<file path="config.mk">
export PLATFORM = sky130hd
export DESIGN_NAME = id_ex_stage_reg
export DESIGN_NICKNAME = d
export VERILOG_FILES = /design/src/rtl/id_ex_stage_reg.sv
export SDC_FILE = /design/constraint.sdc
export NUM_CORES = 1
export LEC_CHECK = 0
export ABC_CLOCK_PERIOD_IN_PS = 6600
export CORE_MARGIN = 10
export CORE_UTILIZATION = 35
export DETAILED_ROUTE_END_ITERATION = 7
export PLACE_DENSITY = 0.83
export SLEW_MARGIN = 0
export SYNTH_ARGS = -nofsm -noshare
export SYNTH_HDL_FRONTEND = slang
export SYNTH_SLANG_ARGS = --single-unit
</file>
<file path="constraint.sdc">
create_clock -name clk_i -period 6.6 [get_ports clk_i]
set_input_delay 1.65 -clock clk_i [delete_from_list [all_inputs] [get_ports clk_i]]
set_output_delay 1.65 -clock clk_i [all_outputs]
set_load 0.01 [all_outputs]
</file>
<file path="src/rtl/id_ex_stage_reg.sv">
// ID/EX pipeline register with stall hold, flush, valid tracking, load-use hazard
// detection and automatic bubble insertion with a saturating bubble counter.
module id_ex_stage_reg #(
    parameter int unsigned DATA_W      = 32,
    parameter int unsigned REG_W       = 5,
    parameter int unsigned WB_W        = 2,
    parameter int unsigned M_W         = 3,
    parameter int unsigned EX_W        = 6,
    parameter int unsigned MEMREAD_BIT = 0,
    parameter int unsigned CNT_W       = 16
) (
    input  logic              clk_i,
    input  logic              rst_i,
    input  logic              stall_i,
    input  logic              flush_i,
    input  logic              valid_i,
    input  logic [DATA_W-1:0] pc_i,
    input  logic [DATA_W-1:0] read_data1_i,
    input  logic [DATA_W-1:0] read_data2_i,
    input  logic [DATA_W-1:0] sign_ext_i,
    input  logic [REG_W-1:0]  rs_i,
    input  logic [REG_W-1:0]  rt_i,
    input  logic [REG_W-1:0]  rd_i,
    input  logic [WB_W-1:0]   ctrl_wb_i,
    input  logic [M_W-1:0]    ctrl_m_i,
    input  logic [EX_W-1:0]   ctrl_ex_i,
    output logic [DATA_W-1:0] pc_o,
    output logic [DATA_W-1:0] read_data1_o,
    output logic [DATA_W-1:0] read_data2_o,
    output logic [DATA_W-1:0] sign_ext_o,
    output logic [REG_W-1:0]  rs_o,
    output logic [REG_W-1:0]  rt_o,
    output logic [REG_W-1:0]  rd_o,
    output logic [WB_W-1:0]   ctrl_wb_o,
    output logic [M_W-1:0]    ctrl_m_o,
    output logic [EX_W-1:0]   ctrl_ex_o,
    output logic              valid_o,
    output logic              hazard_stall_o,
    output logic [CNT_W-1:0]  bubble_count_o
);

    logic [DATA_W-1:0] pc_q, pc_d, rd1_q, rd1_d, rd2_q, rd2_d, se_q, se_d;
    logic [REG_W-1:0]  rs_q, rs_d, rt_q, rt_d, rd_q, rd_d;
    logic [WB_W-1:0]   wb_q, wb_d;
    logic [M_W-1:0]    m_q, m_d;
    logic [EX_W-1:0]   ex_q, ex_d;
    logic              valid_q, valid_d;
    logic [CNT_W-1:0]  cnt_q, cnt_d;
    logic              hazard;

    // $zero is never a real dependency, so rt == 0 cannot raise a hazard.
    assign hazard = valid_q & m_q[MEMREAD_BIT] & valid_i & (rt_q != '0)
                  & ((rt_q == rs_i) | (rt_q == rt_i)) & ~flush_i;

    always_comb begin
        pc_d    = pc_q;
        rd1_d   = rd1_q;
        rd2_d   = rd2_q;
        se_d    = se_q;
        rs_d    = rs_q;
        rt_d    = rt_q;
        rd_d    = rd_q;
        wb_d    = wb_q;
        m_d     = m_q;
        ex_d    = ex_q;
        valid_d = valid_q;
        cnt_d   = cnt_q;
        if (flush_i) begin
            valid_d = 1'b0;
            wb_d    = '0;
            m_d     = '0;
            ex_d    = '0;
        end else if (stall_i) begin
            // Hold everything; a pending hazard is re-evaluated once the stall drops.
        end else if (hazard) begin
            valid_d = 1'b0;
            wb_d    = '0;
            m_d     = '0;
            ex_d    = '0;
            if (cnt_q != {CNT_W{1'b1}}) begin
                cnt_d = cnt_q + 1'b1;
            end
        end else begin
            pc_d    = pc_i;
            rd1_d   = read_data1_i;
            rd2_d   = read_data2_i;
            se_d    = sign_ext_i;
            rs_d    = rs_i;
            rt_d    = rt_i;
            rd_d    = rd_i;
            wb_d    = ctrl_wb_i;
            m_d     = ctrl_m_i;
            ex_d    = ctrl_ex_i;
            valid_d = valid_i;
        end
    end

    always_ff @(posedge clk_i or posedge rst_i) begin
        if (rst_i) begin
            pc_q    <= '0;
            rd1_q   <= '0;
            rd2_q   <= '0;
            se_q    <= '0;
            rs_q    <= '0;
            rt_q    <= '0;
            rd_q    <= '0;
            wb_q    <= '0;
            m_q     <= '0;
            ex_q    <= '0;
            valid_q <= 1'b0;
            cnt_q   <= '0;
        end else begin
            pc_q    <= pc_d;
            rd1_q   <= rd1_d;
            rd2_q   <= rd2_d;
            se_q    <= se_d;
            rs_q    <= rs_d;
            rt_q    <= rt_d;
            rd_q    <= rd_d;
            wb_q    <= wb_d;
            m_q     <= m_d;
            ex_q    <= ex_d;
            valid_q <= valid_d;
            cnt_q   <= cnt_d;
        end
    end

    assign pc_o           = pc_q;
    assign read_data1_o   = rd1_q;
    assign read_data2_o   = rd2_q;
    assign sign_ext_o     = se_q;
    assign rs_o           = rs_q;
    assign rt_o           = rt_q;
    assign rd_o           = rd_q;
    assign ctrl_wb_o      = wb_q;
    assign ctrl_m_o       = m_q;
    assign ctrl_ex_o      = ex_q;
    assign valid_o        = valid_q;
    assign hazard_stall_o = hazard;
    assign bubble_count_o = cnt_q;

endmodule

</file>
==> reports/results.ini <==
[grt]
antenna_found_initial=0
track_usage=0.1571
grtUsageMet1=0.1775
grt_pass1_vias=5283
grt_pass1_wl_mm=31.59
use_met2=0.2602
grt_overflow=0
met3_usage=0.07172
grt-busiest-layer=met2
grt_max_degree=84

[setup_path]
crit_path_top_delay_cell=clkdlybuf4s50_1
critPathMaxFanout=18
timing.rr.end=pc_o[24]
cp-start-kind=primary input
cp.arrival_ns=3.93
path_class=in -> out
cp_cell_sequence=clkdlybuf4s50_1 > xor2_1 > nor3_1 > a22oi_2 > buf_4 > nand2b_1 > clkinv_1 > clkdlybuf4s50_1
reg2regPathDepth=5
cp_num_buf_inv=4
cp_top_family=buffers and inverters
end_kind=output pin
reg2reg_setup_slack_ns=3.68
crit_top_cell=clkdlybuf4s50_1
crit_path_max_incr_delay_ns=0.57
crit_cells=8
required_ns=4.95
r2r-start=rt_o[1]

[die]
die_x_um=159.8
start_util=0.3539
design.die.area_sq_um=25540
num_rows=51
coreArea_sq_um=19330
die_h_um=159.8
io_pins=331

[final_layout]
area_delta_synth_final_pct=59.88
drive_gt1_frac=0.1499
antenna_cells=0
layoutNonFillerInstCount=1052
layout.nets=934
nFillCells=1610
fin_util=0.5658

[synth]
synth_top_area_cell=dfrtp_1
ys_types=34
synth_top_area_frac=0.6253
synth_most_common_cell=dfrtp_1
ys_seq_area_frac=0.6253
syn_area_sq_um=6843
yosys_warnings=0
synthArstFlopShare=1.000
synth_edf_count=0
synth_nets=599
syn-instance-count=439
synth_area_leaders=dfrtp_1, mux2_2, mux2_1
ys_ff_latch=171
ys.flop_type=dfrtp_1
synthTopCellsByCount=dfrtp_1, mux2_2, mux2_1, xor2_1, nand2_1
syn_avg_cell_area_sq_um=15.59

[power]
irDropWorstVdd_mv=0.1635
p_leak_nw=4.547
p_per_area_nw_per_um2=271.4
finalPower_mw=2.969

[run_status]
status=finished clean

[sta]
skew_ns=0.007672
slew_violations=0
hold_violations=0
worstMarginPinSlew_ns=0.9162
finalCritPeriodShare=0.8453
fin_ws_ns=1.021
setup_violations=0
min_period_ns=5.579
relSlewSlack=0.3882
rsz0062_at_grt=false
fmax_mhz=179.2
setup-tns-final_ns=0

[clocking]
post_cts_resized=0
cts-buffers-inserted=17
post_cts_buffers=0
clk_pin_slew_ns=0.07
clock_tree.root_cell=clkbuf_16
cts_tree=yes
cts_buffer_depth=2
insertion_delay_ns=0.42
cts.sinks=171
cts_max_level=4
hold_buffers=0

[drt]
ant_nets=0
wirelength_mm=20.46
firstDrtPassIters=4
dr_total_vias=4931
viasPerCell=4.687
drc_errors=0
drtIter0Drc=254
post_drt_wl_per_cell_um=19.45

[hold_path]
hp-start=ctrl_wb_o[0]
worstHoldEndpoint=ctrl_wb_o[0]
hold_depth=2
hp-class=reg -> reg

[placement]
place_congestion=0.7916
pre_cts_ws_ns=0.9781
dp.cells=1020
dpl.hpwl_mm=15.81
io_buffers=330

[job]
maxCapViolCount=0

## worst reg2reg max path, delay by kind of cell (launching register included)
family / cells / cell delay, ns
AO/OA/AOI/OAI: 2 / 0.92
AND/OR/NAND/NOR: 1 / 0.58
flip-flops: 1 / 0.46
multiplexers: 1 / 0.40
buffers and inverters: 1 / 0.47
## routing by layer
metal,wire length (um),part of all wire
met4,376,0.018
met2,9979,0.49
met5,0,0
met1,8075,0.39
met3,2030,0.099
## power breakdown
group | internal [mW] | leakage (nW) | switching [mW]
Sequential | 1.18 | 2.06 | 0.0732
Clock | 0.583 | 0.301 | 0.480
Combinational | 0.408 | 2.18 | 0.245
## sequential cells by signal, summed over array words and instances (netlist names), 3 cells and up
register        cells
bubble_count_o     16
ctrl_ex_o           6
ctrl_m_o            3
pc_o               32
rd_o                5
read_data1_o       32
read_data2_o       32
rs_o                5
rt_o                5
sign_ext_o         32
## worst max path at each step
stage | startpoint | end | slack [ns]
2_1_floorplan | rst_i | bubble_count_o[0] | 0.32
5_1_grt | rs_i[0] | hazard_stall_o | 0.87
4_1_cts | rs_i[0] | hazard_stall_o | 0.98
3_3_place_gp | rs_i[2] | hazard_stall_o | 1.03
3_5_place_dp | rs_i[0] | hazard_stall_o | 0.98
6_report | rs_i[0] | hazard_stall_o | 1.02
## placed cells by master (no fill, tap or decap), types with 7 or more instances in the layout
cell / synthesis / final
clkbuf_16: 0 / 17
inv_1: 9 / 8
dfrtp_1: 171 / 171
nor3_1: 7 / 7
nand2_1: 12 / 12
o41ai_1: 7 / 7
xor2_1: 25 / 25
mux2_1: 70 / 70
mux2_2: 74 / 74
nor4_1: 7 / 7
clkdlybuf4s50_1: 0 / 330
## layout make-up
class	count	area [sq um]	area share
flip-flops and latches	171	4279	0.3911
repair buffers	336	3361	0.3072
multi-input cells	238	2297	0.2100
clock buffers	17	425.4	0.03888
well taps	265	331.6	0.03031
clock inverters	15	203.9	0.01864
inverters	10	42.54	0.003888
## cells by family after synthesis
group	count (synthesis)	share of synthesized area
AO/OA/AOI/OAI	18	0.02469
XOR/XNOR	25	0.03200
adder cells (fa/ha/maj)	1	0.001828
buffers and inverters	30	0.04004
flip-flops	171	0.6253
multiplexers	144	0.2370
AND/OR/NAND/NOR	50	0.03913
## metrics by stage
step | hold slack (ns) | cell area (sq um)
2_1_floorplan | 0.5115 | 6843
3_3_place_gp | 0.4597 | 10310
3_5_place_dp | 0.4595 | 10310
6_report | 0.4801 | 10940
4_1_cts | 0.4817 | 10940
5_1_grt | 0.4997 | 10940
Power figures use the tool's default switching activity.
